**src/rtl/instruction_prefetch_queue.sv**
```systemverilog
// Instruction prefetch queue: sequential fetch from memory port 0 into a DEPTH-entry
// {pc, instr} FIFO with valid/ready issue port. Optional: PREFETCH_JUMP_HALT_EN.
module instruction_prefetch_queue #(
    parameter int unsigned DEPTH     = 4,
    parameter int unsigned AW        = 2,
    parameter logic [31:0] RESET_PC  = 32'h0,
    parameter logic [4:0]  JUMP_TYPE = 5'd0
) (
    input  logic          clk,
    input  logic          rst,
    input  logic          redirect_valid,
    input  logic [31:0]   redirect_addr,
    output logic          imem_req,
    output logic [31:0]   imem_raddr,
    input  logic [31:0]   imem_rdata,
    output logic          issue_valid,
    output logic [31:0]   issue_instr,
    output logic [31:0]   issue_pc,
    input  logic          issue_ready,
    output logic [AW:0]   occupancy
);

    localparam logic [AW:0] FULL_CNT = (AW+1)'(DEPTH);

    logic [31:0]   pc_mem_q    [DEPTH];
    logic [31:0]   instr_mem_q [DEPTH];
    logic [AW-1:0] rd_ptr_q, rd_ptr_d;
    logic [AW-1:0] wr_ptr_q, wr_ptr_d;
    logic [AW:0]   count_q, count_d;
    logic [31:0]   fetch_pc_q, fetch_pc_d;
    logic          halted_q, halted_d;
    logic          head_valid, push, pop, halt_hit;

    assign head_valid = (count_q != '0);
    assign pop        = head_valid & issue_ready & ~redirect_valid;
    // rst gates push so every output except the fetch address reads 0 while in reset
    assign push       = rst & ~redirect_valid & ~halted_q & ((count_q != FULL_CNT) | pop);

`ifdef PREFETCH_JUMP_HALT_EN
    assign halt_hit = push & (imem_rdata[31:27] == JUMP_TYPE);
`else
    logic unused_jump_type;
    assign unused_jump_type = ^JUMP_TYPE;
    assign halt_hit = 1'b0;
`endif

    assign imem_req    = push;
    assign imem_raddr  = fetch_pc_q;
    assign issue_valid = head_valid;
    assign issue_pc    = head_valid ? pc_mem_q[rd_ptr_q]    : '0;
    assign issue_instr = head_valid ? instr_mem_q[rd_ptr_q] : '0;
    assign occupancy   = count_q;

    always_comb begin
        rd_ptr_d   = rd_ptr_q;
        wr_ptr_d   = wr_ptr_q;
        count_d    = count_q;
        fetch_pc_d = fetch_pc_q;
        halted_d   = halted_q;
        if (redirect_valid) begin
            rd_ptr_d   = '0;
            wr_ptr_d   = '0;
            count_d    = '0;
            fetch_pc_d = redirect_addr;
            halted_d   = 1'b0;
        end else begin
            if (push) begin
                wr_ptr_d   = wr_ptr_q + 1'b1;
                fetch_pc_d = fetch_pc_q + 32'd1;
                halted_d   = halted_q | halt_hit;
            end
            if (pop) begin
                rd_ptr_d = rd_ptr_q + 1'b1;
            end
            count_d = count_q + (AW+1)'(push) - (AW+1)'(pop);
        end
    end

    always_ff @(posedge clk or negedge rst) begin
        if (!rst) begin
            rd_ptr_q   <= '0;
            wr_ptr_q   <= '0;
            count_q    <= '0;
            fetch_pc_q <= RESET_PC;
            halted_q   <= 1'b0;
        end else begin
            rd_ptr_q   <= rd_ptr_d;
            wr_ptr_q   <= wr_ptr_d;
            count_q    <= count_d;
            fetch_pc_q <= fetch_pc_d;
            halted_q   <= halted_d;
        end
    end

    // Storage needs no reset: count_q alone decides which entries are live
    always_ff @(posedge clk) begin
        if (push) begin
            pc_mem_q[wr_ptr_q]    <= fetch_pc_q;
            instr_mem_q[wr_ptr_q] <= imem_rdata;
        end
    end

endmodule

```
**config.mk**
```make
export PLATFORM = sky130hd
export DESIGN_NAME = instruction_prefetch_queue
export DESIGN_NICKNAME = d
export VERILOG_FILES = /design/src/rtl/instruction_prefetch_queue.sv
export SDC_FILE = /design/constraint.sdc
export NUM_CORES = 1
export LEC_CHECK = 0
export ABC_CLOCK_PERIOD_IN_PS = 3200
export CORE_UTILIZATION = 30
export DETAILED_ROUTE_END_ITERATION = 6
export GPL_TIMING_DRIVEN = 0
export PLACE_DENSITY_LB_ADDON = 0.12
export SYNTH_ARGS = -nofsm -noshare
export SYNTH_HDL_FRONTEND = slang
export SYNTH_SLANG_ARGS = --single-unit
```
**constraint.sdc**
```tcl
create_clock -name clk -period 3.2 [get_ports clk]
set_input_delay 0.8 -clock clk [delete_from_list [all_inputs] [get_ports clk]]
set_output_delay 0.8 -clock clk [all_outputs]
set_load 0.01 [all_outputs]
```
# After elaboration in Yosys (flattened, before gate mapping)

Memories as Yosys holds them, arrays and structs flattened.
Index checks and enable logic that the tools add are counted.

Bits in registers: 39
Bits in writable memories: 256
Logic and storage cells: 32
Memories kept: 2

Memories:

| memory      | words | width | rd ports | clocked after Yosys merged registers in | wr ports | RTL line | RTL |
|---|---|---|---|---|---|---|---|
| instr_mem_q | 4     | 32    | 1        | 0                                       | 1        | 26       | `logic [31:0] instr_mem_q [DEPTH];` |
| pc_mem_q    | 4     | 32    | 1        | 0                                       | 1        | 25       | `logic [31:0] pc_mem_q [DEPTH];` |

Add/subtract/negate cells: 5
Equality and inequality tests: 1
Mux-type cells: 11
Bitwise gates (word level): 6
Reductions and logical operators: 3

Operator list:

| operator                                      | count |
|---|---|
| two-way mux 32 bit                            | 4 |
| adder 32 x 1 -> 32 bit, second input constant | 1 |
| two-way mux 2 bit                             | 4 |
| adder 2 x 1 -> 2 bit, second input constant   | 2 |
| bitwise AND 1 bit                             | 4 |
| nonzero test 2 bit                            | 2 |
| adder 3 x 1 -> 3 bit                          | 1 |
| two-way mux 3 bit                             | 1 |
| inequality test 3 bit, second input constant  | 1 |
| nonzero test 3 bit                            | 1 |
| subtractor 3 x 1 -> 3 bit                     | 1 |
| two-way mux 1 bit                             | 2 |
| NOT 1 bit                                     | 1 |
| OR 1 bit                                      | 1 |

# Logic depth before layout (Yosys ltp)

Gate-level depths: netlist (run 1).

Depth in word-level cells: 8
Depth in mapped cells: 12

# Least setup slack after synthesis (run 1)

Ideal clock, no wire load.

Path kind: in2reg
Start point: input port issue_ready
End point: memory instr_mem_q[0][0] (enable)
Library setup time: 0.429 ns
Arrival time: 3.117 ns
Slack: -0.345 ns
Stages on the path: 5
Buffers on the path: 1
Cells stage by stage: or4b_1 -> buf_2 -> nand2_1 -> nor2_1 -> and2_1

Cells in the longest elaborated chain, start to end: 6

Ends and longest elaborated chain:

| item                                    | RTL line | RTL |
|---|---|---|
| start: declaration                      | 19       | `input logic issue_ready,` |
| bitwise AND 1 bit (2 in series)         | 35       | `assign pop = head_valid & issue_ready & ~redirect_valid;` |
| OR 1 bit                                | 37       | `assign push = rst & ~redirect_valid & ~halted_q & ((count_q != FULL_CNT) \| pop);` |
| bitwise AND 1 bit                       | 37       |  |
| net imem_req                            | 13       | `output logic imem_req,` |
| two-way mux 1 bit                       | 97       | `if (push) begin` |
| two-way mux 1 bit (not written as such) | 99       | `instr_mem_q[wr_ptr_q] <= imem_rdata;` |
| end: declaration                        | 26       |  |

The timed path passes the listed nets, and every way through them passes these cells.

# Worst setup path in the final report (run 1)

Start point: input port issue_ready
End point: output port imem_req

Cells in the longest elaborated chain, start to end: 4

Ends and longest elaborated chain:

| item                            | RTL line |
|---|---|
| bitwise AND 1 bit (2 in series) | 35 |
| OR 1 bit                        | 37 |
| bitwise AND 1 bit               | 37 |
| end: declaration                | 13 |

No other way between the ends.

==> results_dict.tcl, run 1 <==
set metrics [dict create \
    status "finished, final reports clean" \
    p_per_area_nw_per_um2 729 \
    hold_viol 0 \
    clock_path_buffers 3 \
    syn_to_final_growth_pct 34.1 \
    route.detailed.drc 0 \
    startpoint "issue_ready" \
    synthArstFlopShare_pct 13.2 \
    rsz0062_at_grt "yes" \
    grt_pass1_vias 6984 \
    syn-mean-instance-area_um2 18.2 \
    dieArea_um2 40400 \
    clock_sinks 295 \
    crit_required_ps 2400 \
    skew_ps 9.82 \
    path_max_fanout 7 \
    pre_cts_slack_ps -947 \
    synthesis.nets 728 \
    cts_tree "built" \
    synth_edf_count 256 \
    track_usage_pct 14.6 \
    layout-drive-gt1-share_pct 21.6 \
    totalWireLength_mm 29.0 \
    fin_nets 958 \
    setup.worst_path.start_class "primary input" \
    core_um2 38800 \
    synthCells 652 \
    p_int_mw 8.58 \
    rr_startpoint "occupancy[1]$_DFF_PN0_" \
    max_freq_mhz 319 \
    synth_largest_area_cell "edfxtp_1" \
    hpwl_mm 18.1 \
    die_y_um 201 \
    grt_pass1_wl_mm 44.5 \
    worst_ir_drop_vdd_v 0.000282 \
    ios 169 \
    slew_violations 0 \
    initial_utilization_pct 30.6 \
    worst_pin_slew_ps 536 \
    yosys-top-cells-area "edfxtp_1 (65%), mux4_2 (12%), dfrtp_1 (8.2%), and2_1 (3.6%), xnor2_1 (1.8%)" \
    yosysTopAreaCellShare_pct 64.7 \
    ys_seq_elements 295 \
    vias_per_cell 4.61 \
    relSlewSlack_pct 64.2 \
    hp-class "primary input to asynchronous set/reset pin" \
    drtIter0Drc 319 \
    cts_buffers 35 \
    overflow 0 \
    p_sw_share_pct 26.2 \
    hold_buffers 0 \
    place.gp.congestion 0.725 \
    arrival_ps 2340 \
    num_rows 72 \
    timing_worst_setup_path_type "primary input to output pin" \
    setup_ws_ps 63.5 \
    die_width_um 201 \
    postRouteAntennaNets 0 \
    synth-main-ff-cell "edfxtp_1" \
    seqPwrFrac_pct 39.6 \
    p_sw_mw 3.04 \
    grt_max_degree 49 \
    fin_crit_sh_pct 98.0 \
    power_frac_comb_pct 26.9 \
    p_leak_nw 5.54 \
    htreeDepth 2 \
    antenna_found_initial 0 \
    netlist_area_um2 11900 \
    clockRootBuffer "clkbuf_16" \
    postLayoutCoreUtil_pct 41.1 \
    drtPass1Iterations 4 \
    routedWlPerCell_um 20.3 \
    insertion_delay_ps 510 \
    min_period_ps 3140 \
    setup_viol 0 \
    maxCapViolCount 0 \
    io_buffer_count 168 \
    clkPwrFrac_pct 33.5 \
    diodes 0 \
    end_kind "output pin" \
    dr_total_vias 6559 \
    yosys_warnings 0 \
    seq_area_frac_synth_pct 72.9 \
    ys_types 34 \
    path_clk_slew_ps 60 \
]
## power groups by stage
stage / Sequential, mW / Combinational, mW / Clock [mW]
4_1_cts: 4.60 / 3.11 / 4.01
3_5_place_dp: 4.67 / 2.93 / 0
2_1_floorplan: 4.64 / 1.43 / 0
3_3_place_gp: 4.68 / 2.90 / 0
6_report: 4.60 / 3.13 / 3.89
5_1_grt: 4.63 / 3.41 / 4.16
## stage by stage
stage                     setup TNS, ps  instances  area, µm²  total power, mW  hold WS, ps
after CTS                          -160       1416      15800             11.7          158
after global placement          -865780       1338      14200             7.58          566
after global routing               -175       1424      15900             12.2          162
after detailed placement         -80940       1343      14400             7.60          575
after floorplan                       0        652      11900             6.07          504
final                                 0       1424      15900             11.6          171
## path summary, 6_finish.rpt
path	endpoint	slack [ps]	cells after the start
min in group clk	wr_ptr_q[1]$_DFFE_PN0P_	580	2
max reg2reg	occupancy[2]$_DFF_PN0_	590	12
min	imem_raddr[21]$_DFFE_PN0P_	170	1
max in group asynchronous	occupancy[1]$_DFF_PN0_	2480	2
max	imem_req	60	6
min reg2reg	wr_ptr_q[1]$_DFFE_PN0P_	580	2
## logic make-up after synthesis
logic type	count (synthesis)	synth area share, %
DFF	295	72.9
and+or+nand+nor	177	8.38
muxes	70	12.7
buffers and inverters	38	1.34
xor gates and xnor gates	36	2.65
AOI/OAI and AO/OA	28	1.18
adders and majority gates	8	0.905
## Yosys cell counts, types with 2 or more instances
library cell / number
and2_1: 69
and3_1: 4
and4_1: 4
buf_1: 4
buf_2: 7
clkbuf_1: 19
dfrtp_1: 39
edfxtp_1: 256
ha_1: 7
inv_1: 7
mux2_2: 5
mux4_2: 64
nand2_1: 43
nand3_1: 11
nand4_1: 4
nand4_2: 2
nor2_1: 13
nor3_1: 10
nor4_1: 10
o21ai_0: 26
xnor2_1: 25
xor2_1: 11
## cells in the final DEF, fill, tap and decap left out, types with 11 or more instances in the layout
master and instances:
dfrtp_1 37, nor2_1 12, xor2_1 11, clkbuf_16 39, o21ai_0 26, buf_4 17, xnor2_1 25, clkdlybuf4s50_1 113
mux4_2 64, edfxtp_1 256, dlygate4sd2_1 23, nand3_1 11, clkdlybuf4s15_1 14, and2_1 59, nand2_1 42
## per-layer routing
layer	global-route usage [%]	up-vias	wire (µm)
li1	-	2995	-
met1	20.8	3359	13700
met2	22.6	167	13400
met3	3.20	38	1410
met4	3.87	0	510
met5	0	-	0
## worst max-delay path, cell delays in order
cell,delay [ps]
clkdlybuf4s50_1,460
or4b_4,510
buf_4,200
nand2_8,100
nor2_2,80
buf_2,170
## sequential cells by signal, summed over array words and instances (netlist names)
signal       cells
imem_raddr      32
instr_mem_q    128
occupancy        3
pc_mem_q       128
rd_ptr_q         2
wr_ptr_q         2
## area by class of cell
type                            instances  area [µm²]
Fill cell                            3547       22900
Sequential cell                       295        8670
Multi-Input combinational cell        319        3120
Timing Repair Buffer                  195        2020
Clock buffer                           44         972
Tap cell                              518         648
Buffer                                 29         337
Clock inverter                         17         151
Inverter                                7        26.3
## repair_timing
item                                    in CTS  in global routing
gates cloned                                 0                  1
resized for setup                          142                 35
buffers inserted                            13                  8
endpoints found under the hold margin        0                  0
endpoints found under the setup margin      67                 31
Note: power is estimated with default switching activity, not from simulation.
==> run 2: changes to the inputs <==
Settings changed: CORE_UTILIZATION 30 to 45.
==> results_dict.tcl, run 2 (synthesized netlist as in run 1, its figures left out) <==
set metrics [dict create \
    r2r.worst_path.cells 12 \
    core_um2 26000 \
    drtIter0Drc 504 \
    crit_chain "buf_8 -> mux4_2 -> and2_1 -> clkdlybuf4s50_1" \
    cts_buffers 34 \
    critPathTopFamily "buffers and inverters" \
    worst_pin_slew_ps 448 \
    insertion_delay_ps 500 \
    diodes 0 \
    arrival_ps 2380 \
    track_usage_pct 19.7 \
    clock_sinks 295 \
    hpwl_mm 16.2 \
    cts_tree "built" \
    num_rows 59 \
    fin_crit_sh_pct 99.4 \
    max_freq_mhz 314 \
    setup.worst_path.start_class "flip-flop" \
    worstReg2RegEnd "occupancy[2]$_DFF_PN0_" \
    cp_slowest_stage_delay_ps 530 \
    instances_no_fill 1234 \
    p_per_area_nw_per_um2 729 \
    drtPass1Iterations 5 \
    timing_worst_setup_path_type "flip-flop to output pin" \
    grt_pass1_wl_mm 39.6 \
    route.detailed.drc 0 \
    placed_cell_area_um2 14100 \
    vias_per_cell 5.37 \
    holdWs_ps 229 \
    hp-class "primary input to asynchronous set/reset pin" \
    setup_ws_ps 18.2 \
    hold_buffers 0 \
    overflow 0 \
    hold_viol 0 \
    final_common_cell "edfxtp_1" \
    rsz0062_at_grt "yes" \
    timing.critical_path.buf_inv 2 \
    grt_pass1_vias 6863 \
    htreeDepth 2 \
    grt_max_degree 49 \
    clockRootBuffer "clkbuf_16" \
    antenna_found_initial 0 \
    skew_ps 16.3 \
    total_power_mw 11.3 \
    place.gp.congestion 0.809 \
    dr_total_vias 6628 \
    layout_common_cells "edfxtp_1 (256), clkdlybuf4s50_1 (121), mux4_2 (64), and2_1 (63), nand2_1 (42)" \
    syn_to_final_growth_pct 30.6 \
    postLayoutCoreUtil_pct 59.7 \
    place_inst 1160 \
    postRouteAntennaNets 0 \
    seqCellArea_um2 8670 \
    p_leak_nw 5.49 \
    routedWlPerCell_um 21.0 \
    end_kind "output pin" \
    nFillCells 1978 \
    io_buffer_count 168 \
    relSlewSlack_pct 70.2 \
    layout-drive-gt1-share_pct 20.7 \
    status "finished, final reports clean" \
    slew_violations 0 \
    die_width_um 165 \
    totalWireLength_mm 25.9 \
    path_max_fanout 10 \
    dieArea_um2 27100 \
    final_cell_area_um2 15500 \
    pre_cts_slack_ps -789 \
    cp_slowest_cell "mux4_2" \
    tns_ps 0 \
    ios 169 \
    path_clk_slew_ps 60 \
    crit_required_ps 2400 \
    rr_startpoint "occupancy[1]$_DFF_PN0_" \
    maxCapViolCount 0 \
    setup_viol 0 \
    multi_input_area_um2 3110 \
    fin_nets 949 \
    r2r_slack_ps 530 \
    die_y_um 165 \
    worst_ir_drop_vdd_v 0.000398 \
    min_period_ps 3180 \
    initial_utilization_pct 45.8 \
    clock_path_buffers 3 \
]
## run 2: cell count changes in the layout (fill, tap and decap cells not counted), moves of 6 or more
cell and delta:
clkbuf_1 +6, clkbuf_2 +9, clkdlybuf4s15_1 -13, clkdlybuf4s50_1 +8
## run 2: timing repair
item,CTS,global route
resized for setup,109,30
endpoints found under the setup margin,67,38
buffers inserted,6,7
gates cloned,0,0
## run 2: worst reg2reg max path, delay by kind of cell, from the launching register on
kind	cells	cell delay, ps
simple gates	4	660
buf+inv	3	290
flops	1	450
fa+ha+maj	3	810
xor+xnor	2	340
## run 2: metal layers
layer / routed length (µm) / GRT usage (%)
met4: 465 / 5.25
met3: 1480 / 3.47
met1: 11000 / 26.6
met5: 0 / 0
met2: 12900 / 33.0
## run 2: area by class of cell
cell class              count  share of cell area, %
plain buffers              30                   1.85
clock buffers              50                   6.47
clock inverters            12                  0.758
inverters                   7                  0.169
multi-input cells         319                   20.0
flip-flops and latches    295                   55.8
well taps                 335                   2.70
repair buffers            186                   12.2
## run 2: worst max-delay path by stage
stage                            startpoint                          end  slack [ps]  cells past startpoint
CTS                 rd_ptr_q[0]$_DFFE_PN0P_                 issue_pc[14]         -20                      4
finish              rd_ptr_q[0]$_DFFE_PN0P_                 issue_pc[14]          20                      4
floorplan                       issue_ready  instr_mem_q[0][0]$_DFFE_PP_         340                      5
detailed placement           redirect_valid       occupancy[2]$_DFF_PN0_        -790                     12
global route        rd_ptr_q[0]$_DFFE_PN0P_                 issue_pc[12]         -50                      4
global placement                        rst  instr_mem_q[3][3]$_DFFE_PP_       -2720                      4
## run 2: where the power goes
group          switching, mW  total, mW  internal [mW]  leakage [nW]
sequential             0.172       4.60           4.43          2.81
clock                   1.45       3.80           2.34         0.540
combinational           1.28       2.91           1.63          2.14
==> run 3: changes to the inputs <==
Settings changed: ABC_CLOCK_PERIOD_IN_PS 3200 to 3500.
Clock period 3.2 ns to 3.5 ns, I/O delays scaled along.
==> results_dict.tcl, run 3 (synthesized netlist as in run 1, its figures left out) <==
set metrics [dict create \
    clock_sinks 295 \
    antenna_found_initial 0 \
    max_freq_mhz 291 \
    cp_slowest_cell "or4b_1" \
    p_leak_nw 5.09 \
    layout_common_cells "edfxtp_1 (256), clkdlybuf4s50_1 (166), and2_1 (65), mux4_2 (64), nand2_1 (42)" \
    hp-class "primary input to asynchronous set/reset pin" \
    hpwl_mm 16.2 \
    drtIter0Drc 446 \
    setup_viol 0 \
    htreeDepth 2 \
    dr.max_layer_used "met4" \
    io_buffer_count 168 \
    num_rows 59 \
    dieArea_um2 27100 \
    core_um2 26000 \
    maxCapViolCount 0 \
    crit_required_ps 2620 \
    final_common_cell "edfxtp_1" \
    fin_nets 936 \
    totalWireLength_mm 25.7 \
    path_max_fanout 7 \
    clockRootBuffer "clkbuf_16" \
    layout-drive-gt1-share_pct 17.5 \
    worst_pin_slew_ps 706 \
    die_y_um 165 \
    insertion_delay_ps 500 \
    drt-met1-wl_mm 10.9 \
    skew_ps 15.1 \
    arrival_ps 2560 \
    timing_worst_setup_path_type "primary input to output pin" \
    cp_slowest_stage_delay_ps 510 \
    end_kind "output pin" \
    place.gp.congestion 0.809 \
    postLayoutCoreUtil_pct 59.0 \
    grt_pass1_vias 6840 \
    critPathTopFamily "buffers and inverters" \
    wl_met2_mm 12.8 \
    ios 169 \
    routedWlPerCell_um 21.0 \
    worst_ir_drop_vdd_v 0.000364 \
    initial_utilization_pct 45.8 \
    diodes 0 \
    rsz0062_at_grt "no" \
    relSlewSlack_pct 52.9 \
    overflow 0 \
    grt_pass1_wl_mm 39.4 \
    p_per_area_nw_per_um2 670 \
    crit_chain "clkdlybuf4s50_1 -> or4b_1 -> buf_4 -> nand2_4 -> nor2_2 -> clkdlybuf4s15_1" \
    die_width_um 165 \
    tns_ps 0 \
    fin_crit_sh_pct 98.2 \
    rr_startpoint "occupancy[1]$_DFF_PN0_" \
    vias_per_cell 5.40 \
    timing.critical_path.buf_inv 3 \
    slew_violations 0 \
    min_period_ps 3440 \
    clock_path_buffers 3 \
    status "finished, final reports clean" \
    syn_to_final_growth_pct 29.0 \
    drtPass1Iterations 7 \
    cts_tree "built" \
    dr_wl_met3_mm 1.54 \
    track_usage_pct 19.6 \
    r2r_slack_ps 780 \
    dr_total_vias 6589 \
    worstReg2RegEnd "occupancy[2]$_DFF_PN0_" \
    startpoint "issue_ready" \
    setup.worst_path.start_class "primary input" \
    postRouteAntennaNets 0 \
    path_clk_slew_ps 60 \
    grt_max_degree 49 \
    r2r.worst_path.cells 12 \
    route.detailed.drc 0 \
    cts_buffers 34 \
    hold_viol 0 \
]
run 3: worst register-to-register path, stage by stage (launching register included):
cell and delay [ps]:
dfrtp_1 440, or3_4 450, clkbuf_4 220, nand2_1 130, nor2_1 50, ha_1 280
inv_1 60, ha_1 130, inv_1 50, fa_1 390, xor2_1 200, xnor2_1 140
nor2_1 60
run 3: where the power goes:
| group | switching (mW) | total (mW) | internal (mW) |
|---|---|---|---|
| clock network | 1.33 | 3.47 | 2.14 |
| logic | 1.14 | 2.60 | 1.46 |
| registers | 0.150 | 4.20 | 4.05 |
| total | 2.62 | 10.3 | 7.66 |
run 3: routing by layer:
metal,global-route usage [%],vias up
met5,0,-
met4,5.42,0
met3,3.49,33
met2,32.8,224
met1,26.6,3371
li1,-,2961
run 3: through the flow:
stage | cells | hold slack, ps | power (mW) | setup WS, ps | area [µm²]
finish | 1221 | 305 | 10.3 | 64.6 | 15300
global route | 1221 | 314 | 10.7 | 3.00 | 15300
CTS | 1222 | 296 | 10.4 | -53.7 | 15300
detailed placement | 1160 | 568 | 6.86 | -564 | 14100
global placement | 1155 | 549 | 6.80 | -2500 | 14000
floorplan | 652 | 543 | 5.55 | 564 | 11900
run 3: final cells by class:
class                   instances  area [µm²]
inverters                       7        26.3
well taps                     335         419
repair buffers                173        1810
clock inverters                12         118
multi-input cells             319        3090
plain buffers                  30         208
clock buffers                  50        1000
fillers                      1974       10600
flip-flops and latches        295        8660
run 3: worst max-delay path by stage:
stage | to | slack (ps) | depth (start not counted)
6_report | imem_req | 60 | 6
3_3_place_gp | instr_mem_q[3][3]$_DFFE_PP_ | -2500 | 4
2_1_floorplan | instr_mem_q[0][0]$_DFFE_PP_ | 560 | 5
4_1_cts | issue_instr[10] | -50 | 5
5_1_grt | issue_pc[29] | 3 | 5
3_5_place_dp | occupancy[2]$_DFF_PN0_ | -560 | 12
run 3: what timing repair did:
item / CTS / global route
resized for setup: 31 / 18
buffers inserted: 0 / 0
setup endpoints to repair: 61 / 46
hold buffers: 0 / 0
